File: src/rtl/alu_calc_pkg.sv
// Shared encodings for the calculator arithmetic engine: op codes, error codes, FSM states.
package alu_calc_pkg;

  localparam logic [2:0] OP_ADD  = 3'b000;
  localparam logic [2:0] OP_SUB  = 3'b001;
  localparam logic [2:0] OP_MUL  = 3'b010;
  localparam logic [2:0] OP_DIV  = 3'b011;
  localparam logic [2:0] OP_MOD  = 3'b100;
  localparam logic [2:0] OP_FACT = 3'b101;

  localparam logic [1:0] ERR_NONE    = 2'b00;
  localparam logic [1:0] ERR_OVF     = 2'b01;
  localparam logic [1:0] ERR_DIV0    = 2'b10;
  localparam logic [1:0] ERR_ILLEGAL = 2'b11;

  typedef enum logic [1:0] {IDLE, DIV, FACT} state_t;

endpackage

File: src/rtl/impartire_secv.sv
// Unsigned restoring divider, one quotient bit per cycle for W cycles.
// The outputs present the step being computed this cycle; done flags the
// final step, so the caller can register the finished result on that edge.
module impartire_secv #(
  parameter int W = 28
) (
  input  logic         clk,
  input  logic         rst,
  input  logic         start,
  input  logic [W-1:0] dividend,
  input  logic [W-1:0] divisor,
  output logic [W-1:0] quotient,
  output logic [W-1:0] remainder,
  output logic         done
);

  localparam int CW = $clog2(W);

  logic [W-1:0]  q_reg;      // dividend bits shift out as quotient bits shift in
  logic [W-1:0]  r_reg;
  logic [W-1:0]  d_reg;
  logic [CW-1:0] cnt_reg;
  logic          busy_reg;
  logic [W:0]    trial;
  logic [W:0]    diff;
  logic          fits;

  // One restoring step: shift in the next dividend bit and try to subtract.
  always_comb begin
    trial     = {r_reg, q_reg[W-1]};
    diff      = trial - {1'b0, d_reg};
    fits      = ~diff[W];
    remainder = fits ? diff[W-1:0] : trial[W-1:0];
    quotient  = {q_reg[W-2:0], fits};
    done      = busy_reg && (cnt_reg == CW'(W - 1));
  end

  // Load operands on start, then advance one step per cycle until done.
  always_ff @(posedge clk or posedge rst) begin
    if (rst) begin
      q_reg    <= '0;
      r_reg    <= '0;
      d_reg    <= '0;
      cnt_reg  <= '0;
      busy_reg <= 1'b0;
    end else if (start) begin
      q_reg    <= dividend;
      r_reg    <= '0;
      d_reg    <= divisor;
      cnt_reg  <= '0;
      busy_reg <= 1'b1;
    end else if (busy_reg) begin
      q_reg   <= quotient;
      r_reg   <= remainder;
      cnt_reg <= cnt_reg + CW'(1);
      if (done) busy_reg <= 1'b0;
    end
  end

endmodule

File: src/rtl/alu_calc.sv
// Multi-mode signed arithmetic engine: ADD/SUB/MUL resolve at acceptance,
// DIV/MOD use the sequential divider, FACT multiplies one factor per cycle.
module alu_calc
  import alu_calc_pkg::*;
#(
  parameter int W = 28
) (
  input  logic         clk,
  input  logic         rst,
  input  logic         valid_in,
  output logic         ready,
  input  logic [2:0]   op,
  input  logic [W-1:0] n1,
  input  logic [W-1:0] n2,
  output logic         valid_out,
  output logic [W-1:0] d_out,
  output logic         err,
  output logic [1:0]   err_code
);

  localparam logic [W-1:0] MIN_VAL = {1'b1, {(W-1){1'b0}}};

  state_t state_reg, state_next;
  logic         mod_reg, mod_next;
  logic         neg_q_reg, neg_q_next;
  logic         neg_r_reg, neg_r_next;
  logic [W-1:0] acc_reg, acc_next;
  logic [W-1:0] idx_reg, idx_next;
  logic [W-1:0] lim_reg, lim_next;
  logic         valid_next, err_next;
  logic [W-1:0] d_next;
  logic [1:0]   code_next;

  logic [W-1:0]        sum, diff, mag1, mag2, quo, rem;
  logic                add_ovf, sub_ovf, div_start, div_done;
  logic signed [W-1:0] mul_a, mul_b;
  logic signed [2*W-1:0] product;
  logic [W:0]          prod_top;
  logic                mul_ovf;
  logic                fin, fin_err;
  logic [1:0]          fin_code;
  logic [W-1:0]        fin_val;

  assign ready = (state_reg == IDLE);

  // Shared datapath: add/sub with sign-rule overflow, one muxed 2W-bit multiplier.
  always_comb begin
    sum      = n1 + n2;
    diff     = n1 - n2;
    add_ovf  = (n1[W-1] == n2[W-1]) && (sum[W-1] != n1[W-1]);
    sub_ovf  = (n1[W-1] != n2[W-1]) && (diff[W-1] != n1[W-1]);
    mag1     = n1[W-1] ? -n1 : n1;
    mag2     = n2[W-1] ? -n2 : n2;
    mul_a    = (state_reg == FACT) ? acc_reg : n1;
    mul_b    = (state_reg == FACT) ? idx_reg : n2;
    product  = mul_a * mul_b;
    prod_top = product[2*W-1:W-1];
    mul_ovf  = !((&prod_top) || !(|prod_top));
  end

  impartire_secv #(.W(W)) u_div (
    .clk      (clk),
    .rst      (rst),
    .start    (div_start),
    .dividend (mag1),
    .divisor  (mag2),
    .quotient (quo),
    .remainder(rem),
    .done     (div_done)
  );

  // Next-state and result selection; fin marks a result to publish this edge.
  always_comb begin
    state_next = state_reg;
    mod_next   = mod_reg;
    neg_q_next = neg_q_reg;
    neg_r_next = neg_r_reg;
    acc_next   = acc_reg;
    idx_next   = idx_reg;
    lim_next   = lim_reg;
    div_start  = 1'b0;
    fin        = 1'b0;
    fin_err    = 1'b0;
    fin_code   = ERR_NONE;
    fin_val    = '0;
    case (state_reg)
      IDLE: begin
        if (valid_in) begin
          case (op)
            OP_ADD: begin
              fin = 1'b1; fin_val = sum;
              if (add_ovf) begin fin_err = 1'b1; fin_code = ERR_OVF; end
            end
            OP_SUB: begin
              fin = 1'b1; fin_val = diff;
              if (sub_ovf) begin fin_err = 1'b1; fin_code = ERR_OVF; end
            end
            OP_MUL: begin
              fin = 1'b1; fin_val = product[W-1:0];
              if (mul_ovf) begin fin_err = 1'b1; fin_code = ERR_OVF; end
            end
            OP_DIV, OP_MOD: begin
              if (n2 == '0) begin
                fin = 1'b1; fin_err = 1'b1; fin_code = ERR_DIV0;
              end else if (n1 == MIN_VAL && n2 == '1) begin
                // Quotient +2^(W-1) is unrepresentable; remainder is exactly 0.
                fin = 1'b1;
                if (op == OP_DIV) begin fin_err = 1'b1; fin_code = ERR_OVF; end
              end else begin
                div_start  = 1'b1;
                mod_next   = (op == OP_MOD);
                neg_q_next = n1[W-1] ^ n2[W-1];
                neg_r_next = n1[W-1];
                state_next = DIV;
              end
            end
            OP_FACT: begin
              if (n2[W-1]) begin
                fin = 1'b1; fin_err = 1'b1; fin_code = ERR_ILLEGAL;
              end else if (n2 < W'(2)) begin
                fin = 1'b1; fin_val = W'(1);
              end else begin
                acc_next   = W'(1);
                idx_next   = W'(2);
                lim_next   = n2;
                state_next = FACT;
              end
            end
            default: begin
              fin = 1'b1; fin_err = 1'b1; fin_code = ERR_ILLEGAL;
            end
          endcase
        end
      end
      DIV: begin
        if (div_done) begin
          fin = 1'b1;
          if (mod_reg) fin_val = neg_r_reg ? -rem : rem;
          else         fin_val = neg_q_reg ? -quo : quo;
          state_next = IDLE;
        end
      end
      FACT: begin
        if (mul_ovf) begin
          fin = 1'b1; fin_err = 1'b1; fin_code = ERR_OVF;
          state_next = IDLE;
        end else if (idx_reg == lim_reg) begin
          fin = 1'b1; fin_val = product[W-1:0];
          state_next = IDLE;
        end else begin
          acc_next = product[W-1:0];
          idx_next = idx_reg + W'(1);
        end
      end
      default: state_next = IDLE;
    endcase
    valid_next = fin;
    d_next     = fin ? (fin_err ? '0 : fin_val) : d_out;
    err_next   = fin ? fin_err : err;
    code_next  = fin ? fin_code : err_code;
  end

  // FSM state register.
  always_ff @(posedge clk or posedge rst) begin
    if (rst) state_reg <= IDLE;
    else     state_reg <= state_next;
  end

  // Operation context and registered result outputs.
  always_ff @(posedge clk or posedge rst) begin
    if (rst) begin
      mod_reg   <= 1'b0;
      neg_q_reg <= 1'b0;
      neg_r_reg <= 1'b0;
      acc_reg   <= '0;
      idx_reg   <= '0;
      lim_reg   <= '0;
      valid_out <= 1'b0;
      d_out     <= '0;
      err       <= 1'b0;
      err_code  <= ERR_NONE;
    end else begin
      mod_reg   <= mod_next;
      neg_q_reg <= neg_q_next;
      neg_r_reg <= neg_r_next;
      acc_reg   <= acc_next;
      idx_reg   <= idx_next;
      lim_reg   <= lim_next;
      valid_out <= valid_next;
      d_out     <= d_next;
      err       <= err_next;
      err_code  <= code_next;
    end
  end

endmodule

File: config.mk
export PLATFORM = sky130hd
export DESIGN_NAME = alu_calc
export DESIGN_NICKNAME = d
export VERILOG_FILES = /design/src/rtl/alu_calc_pkg.sv /design/src/rtl/impartire_secv.sv /design/src/rtl/alu_calc.sv
export SDC_FILE = /design/constraint.sdc
export NUM_CORES = 2
export LEC_CHECK = 0
export ABC_AREA = 1
export ABC_CLOCK_PERIOD_IN_PS = 13350
export BUFFER_PORTS_ARGS = -buffer_cell sky130_fd_sc_hd__buf_2
export CORE_MARGIN = 3
export CORE_UTILIZATION = 65
export DETAILED_ROUTE_END_ITERATION = 16
export PLACE_DENSITY = 0.82
export SETUP_SLACK_MARGIN = 0.02
export SLEW_MARGIN = 30
export SYNTH_ARGS = -nofsm -noshare
export SYNTH_HDL_FRONTEND = slang
export SYNTH_SLANG_ARGS = --single-unit
File: constraint.sdc
create_clock -name clk -period 13.35 [get_ports clk]
set_input_delay 4.005 -clock clk [delete_from_list [all_inputs] [get_ports clk]]
set_output_delay 4.005 -clock clk [all_outputs]
set_load 0.02 [all_outputs]
# Yosys cells after proc, flatten, opt, wreduce, memory -nomap -nowiden
# Index checks and enable logic that the tools add are counted.
# word_totals
ff_bits,210
in_bits,62
output_inout_bits,33
wordCells,164
# op_classes
add_sub_neg,9
n_mul,1
order_cmp,1
eq_ne,28
mux,85
n_bitwise,6
reduce_logical,18
# ops
cell,n
28-bit 2-to-1 mux,29
28-bit negator,4
28-bit one-hot mux with 2 select lines,2
28-bit one-hot mux with 4 select lines,1
28-bit one-hot mux with 3 select lines,1
28-bit equality test (second input constant),2
28-bit by 28-bit multiplier with 56-bit output,1
1-bit 2-to-1 mux,31
29-bit AND reduction,1
29-bit OR reduction,1
29-bit by 28-bit subtractor with 29-bit output,1
28-bit by 1-bit adder with 28-bit output (second input constant),1
28-bit adder,1
28-bit by 27-bit equality test with 1-bit output,1
28-bit logical NOT,1
28-bit by 2-bit < comparator with 1-bit output (second input constant),1
28-bit subtractor,1
2-bit 2-to-1 mux,11
3-bit inequality test (second input constant),4
5-bit 2-to-1 mux,2
2-bit inequality test (second input constant),5
2-bit one-hot mux with 5 select lines,1
5-bit AND reduction,2
2-bit one-hot mux with 2 select lines,2
other kinds (27),41

# Depth between registers and ports, before layout
# depth
word_depth,11
mapped_depth,50
depth_no_buf,47

# Cells and area by module
# Synthesis repeated with hierarchy kept, for this count alone.
# unflattened
cells_unflattened,6944
area_unflattened_um2,49475.0
# modules_own_cells
mod,instances,cells_each,area_per_inst_um2,seq_area_each_um2
alu_calc,1,5931,42896.1,3002.9
impartire_secv,1,1013,6578.8,2252.2

# Worst setup path after synthesis
# Ideal clock, no wire load.
# synth_path
path_type,input-to-reg
start,in n1[27]
end,reg lim_reg[26]
setup_ns,0.122
t_arrival_ns,11.980
required_time_ns,13.228
setup_slack_ns,1.248
stages,37
n_path_buf,3
path_cell_list,clkbuf_1 > nand2_1 > o21ai_0 > inv_1 > clkbuf_1 > nor2_1 > fa_1 > fa_1 > inv_1 > fa_1 > inv_1 > fa_1 > inv_1 > fa_1 > fa_1 > inv_1 > fa_1 > ha_1 > ha_1 > a21oi_1 > a21boi_0 > a21oi_1 > nor2_1 > nand3_1 > nand2_1 > nand2_1 > nor2_1 > nand3_1 > nor2_1 > nand2_1 > nand3_2 > nand3_4 > nor2_4 > inv_2 > buf_6 > nand2_1 > o21ai_2
# synth_rtl
element,line_no,source
start: declaration,alu_calc.sv:13,"input logic [W-1:0] n1,"
end signal: assignment,alu_calc.sv:188,lim_reg <= lim_next;
end: declaration,alu_calc.sv:29,"logic [W-1:0] lim_reg, lim_next;"

# Worst setup path in the final report
# layout_path
start,in n1[11]
end,reg d_out[21]
# layout_between
word_cells_on_any_way,34
cone_classes,add/sub (2); mul (1); eq/ne (3); mux (21); reduce/logical (7)
# layout_rtl
element,line_no,source
28-bit 2-to-1 mux or 28-bit equality test (tied branches),"alu_calc.sv:54, alu_calc.sv:105",
28-bit by 28-bit multiplier with 56-bit output or 1-bit logical AND (tied branches),"alu_calc.sv:56, alu_calc.sv:105",
29-bit OR reduction or 1-bit 2-to-1 mux (tied branches),"alu_calc.sv:58, alu_calc.sv:105",
1-bit logical NOT or 1-bit 2-to-1 mux (tied branches),"alu_calc.sv:58, alu_calc.sv:103",
1-bit logical OR or 1-bit one-hot mux with 2 select lines (tied branches),"alu_calc.sv:58, alu_calc.sv:89",
"1-bit 2-to-1 mux, on equally long branches","alu_calc.sv:144, alu_calc.sv:88",
1-bit one-hot mux with 3 select lines (*),alu_calc.sv:86,case (state_reg)
named net fin,alu_calc.sv:40,"logic fin, fin_err;"
end signal: assignment,alu_calc.sv:190,d_out <= d_next;
end: declaration,alu_calc.sv:16,"output logic [W-1:0] d_out,"
# The timed path passes the listed nets; every way through them passes the cells marked *.
# A chain may end at the register's enable or synchronous reset.

==> impl_metrics.ini <==
[clocking]
clk_pin_slew_ns = 0.07
htreeDepth = 1
cts_tree = done
clockBufferDepth = 3
clk_latency_ns = 0.56
clock-root-buffer = clkbuf_16
clock-sinks = 210
cts_made_buffers = 22

[critical_path]
path_class = in -> reg
rr_worst_depth = 43
cpMaxStageDelayCell = inv_1
cpPeakStageDelay_ns = 0.83
cp-start-kind = input port
cp_common_cell = nand2_1
reg2reg_slack_ns = 1.87
cp.arrival_ns = 13.53
cp.required_ns = 13.84
end_kind = flip-flop
regToRegStartpoint = state_reg[1]
crit_fanout = 30
r2r-end = d_out[21]

[sta]
whs_ns = 0.488
setup_viol = 0
finClkSkew_ns = 0.0230
fin_crit_sh = 0.976
rsz0062_at_grt = no
drv_slew = 0
slew_headroom = 0.217
fin_setup_tns_ns = 0
timing.fmax_mhz = 76.7
period_minus_slack_ns = 13.04
worstMarginPinSlew_ns = 1.16
hold_viol = 0

[flow_run]
maxCapViolations = 0

[drt]
ant_nets = 0
vias = 49000
drcViolationCount = 0
first_pass_iters = 8
drtIter0Drc = 7014
totalWireLength_um = 202000
vias_per_cell = 6.39
routedWlPerCell_um = 26.4

[placed_design]
place.gp.congestion = 1.16
io_buffers = 94
hpwl_um = 165000

[floorplan]
initial_core_util = 0.662
ios = 95
fp.dieH_um = 279
rows = 99
core_region_area_um2 = 73500
die_x_um = 279
die_area_um2 = 78100

[grt]
grt_pass1_wl_um = 300000
antenna_found_initial = 15
grt_pass1_vias = 49400
grt_max_degree = 88
globalRouteOverflowTotal = 0
track_usage = 0.520

[final_layout]
fin_nets = 7844
multi_input_area_um2 = 37800
postLayoutCoreUtil = 0.707
syn2layout_area_growth_pct = 6.88
fillers = 5944
seqCellArea_um2 = 5260
drive_gt1_frac = 0.0792

[yosys]
synth_cells = 6579
avgSynthCellArea_um2 = 7.39
yosys_most_used_dff = dfrtp_1
ys_ff_latch = 210
synthesis.area_um2 = 48600
yosysSeqAreaShare = 0.108
ys_async_sr_fraction = 1.00
yosys_warnings = 0
ys_types = 66
synth_nets = 7741
synth_edf_count = 0

[status]
outcome = completed

[hold_path]
whs_path_depth = 2
hold_class = reg -> reg
worstHoldStart = d_out[25]
whs_endpoint = d_out[25]
-- repair_timing --
| item | CTS | global route |
|---|---|---|
| hold buffers | 0 | 0 |
| buffers inserted | 0 | 5 |
| endpoints found under the setup margin | 0 | 108 |
| hold endpoints to repair | 0 | 0 |
| gates resized for setup | 0 | 5 |
-- layer usage --
layer / up-vias / global-route usage / share of wire
met1: 23300 / 0.648 / 0.34
met5: - / 0 / 0.00054
li1: 20400 / - / -
met4: 16 / 0.337 / 0.089
met3: 1170 / 0.237 / 0.17
met2: 4146 / 0.732 / 0.40
-- cells in the mapped netlist (all sizes together), types with 76 or more instances --
library cell  instances  area, um^2
nand4                76         475
xor2                114        1010
nand3               292        1530
nor2                762        2950
dfrtp               210        5260
a21oi               199        1010
clkbuf              197         739
o21ai               327        1700
ha                  274        3430
nand2              1689        6470
fa                  826       16500
inv                1207        4530
-- placed cells by master, fill, tap and decap left out, drive strengths merged, types with 114 or more instances in the layout --
| cell type | count |
|---|---|
| buf | 320 |
| inv | 1206 |
| o21ai | 327 |
| nor2 | 762 |
| ha | 274 |
| xor2 | 114 |
| dfrtp | 210 |
| nand2 | 1689 |
| fa | 826 |
| a21oi | 199 |
| nand3 | 292 |
-- stage by stage --
stage,cell area [um^2],instances,setup WS [ns]
after detailed placement,51100,7612,0.0719
after global placement,51100,7612,0.241
after CTS,51800,7650,0.622
final,51900,7664,0.314
after global routing,51900,7655,0.0729
after floorplan,48600,6579,1.25
-- worst max-delay path by stage --
stage	startpoint	endpoint	depth (start not counted)
after floorplan	n1[27]	lim_reg[26]	37
after global placement	n2[22]	lim_reg[2]	37
after detailed placement	n1[27]	lim_reg[9]	40
after CTS	n1[27]	lim_reg[0]	40
after global routing	n1[11]	err_code[1]	39
final	n1[11]	d_out[21]	39
-- logic make-up after synthesis --
group / synth area share
DFF: 0.108
AOI/OAI and AO/OA: 0.0850
xor gates and xnor gates: 0.0268
and+or+nand+nor: 0.253
adders and majority gates: 0.411
buffers and inverters: 0.116
-- worst max-delay path, delay by kind of cell --
kind	cells	cell delay [ns]
AO/OA/AOI/OAI	4	0.88
adder cells (fa/ha/maj)	9	4.57
AND/OR/NAND/NOR	16	2.10
buffers and inverters	10	1.91
-- final cells by class --
type | count | area share
multi-input cells | 4906 | 0.727
flip-flops and latches | 210 | 0.101
inverters | 1222 | 0.0887
repair buffers | 320 | 0.0447
well taps | 959 | 0.0231
clock buffers | 28 | 0.0118
clock inverters | 10 | 0.00279
diodes | 9 | 0.000434
Power is not shown: default switching activity piles up to over one toggle a cycle in this logic, so the estimate is an artifact.
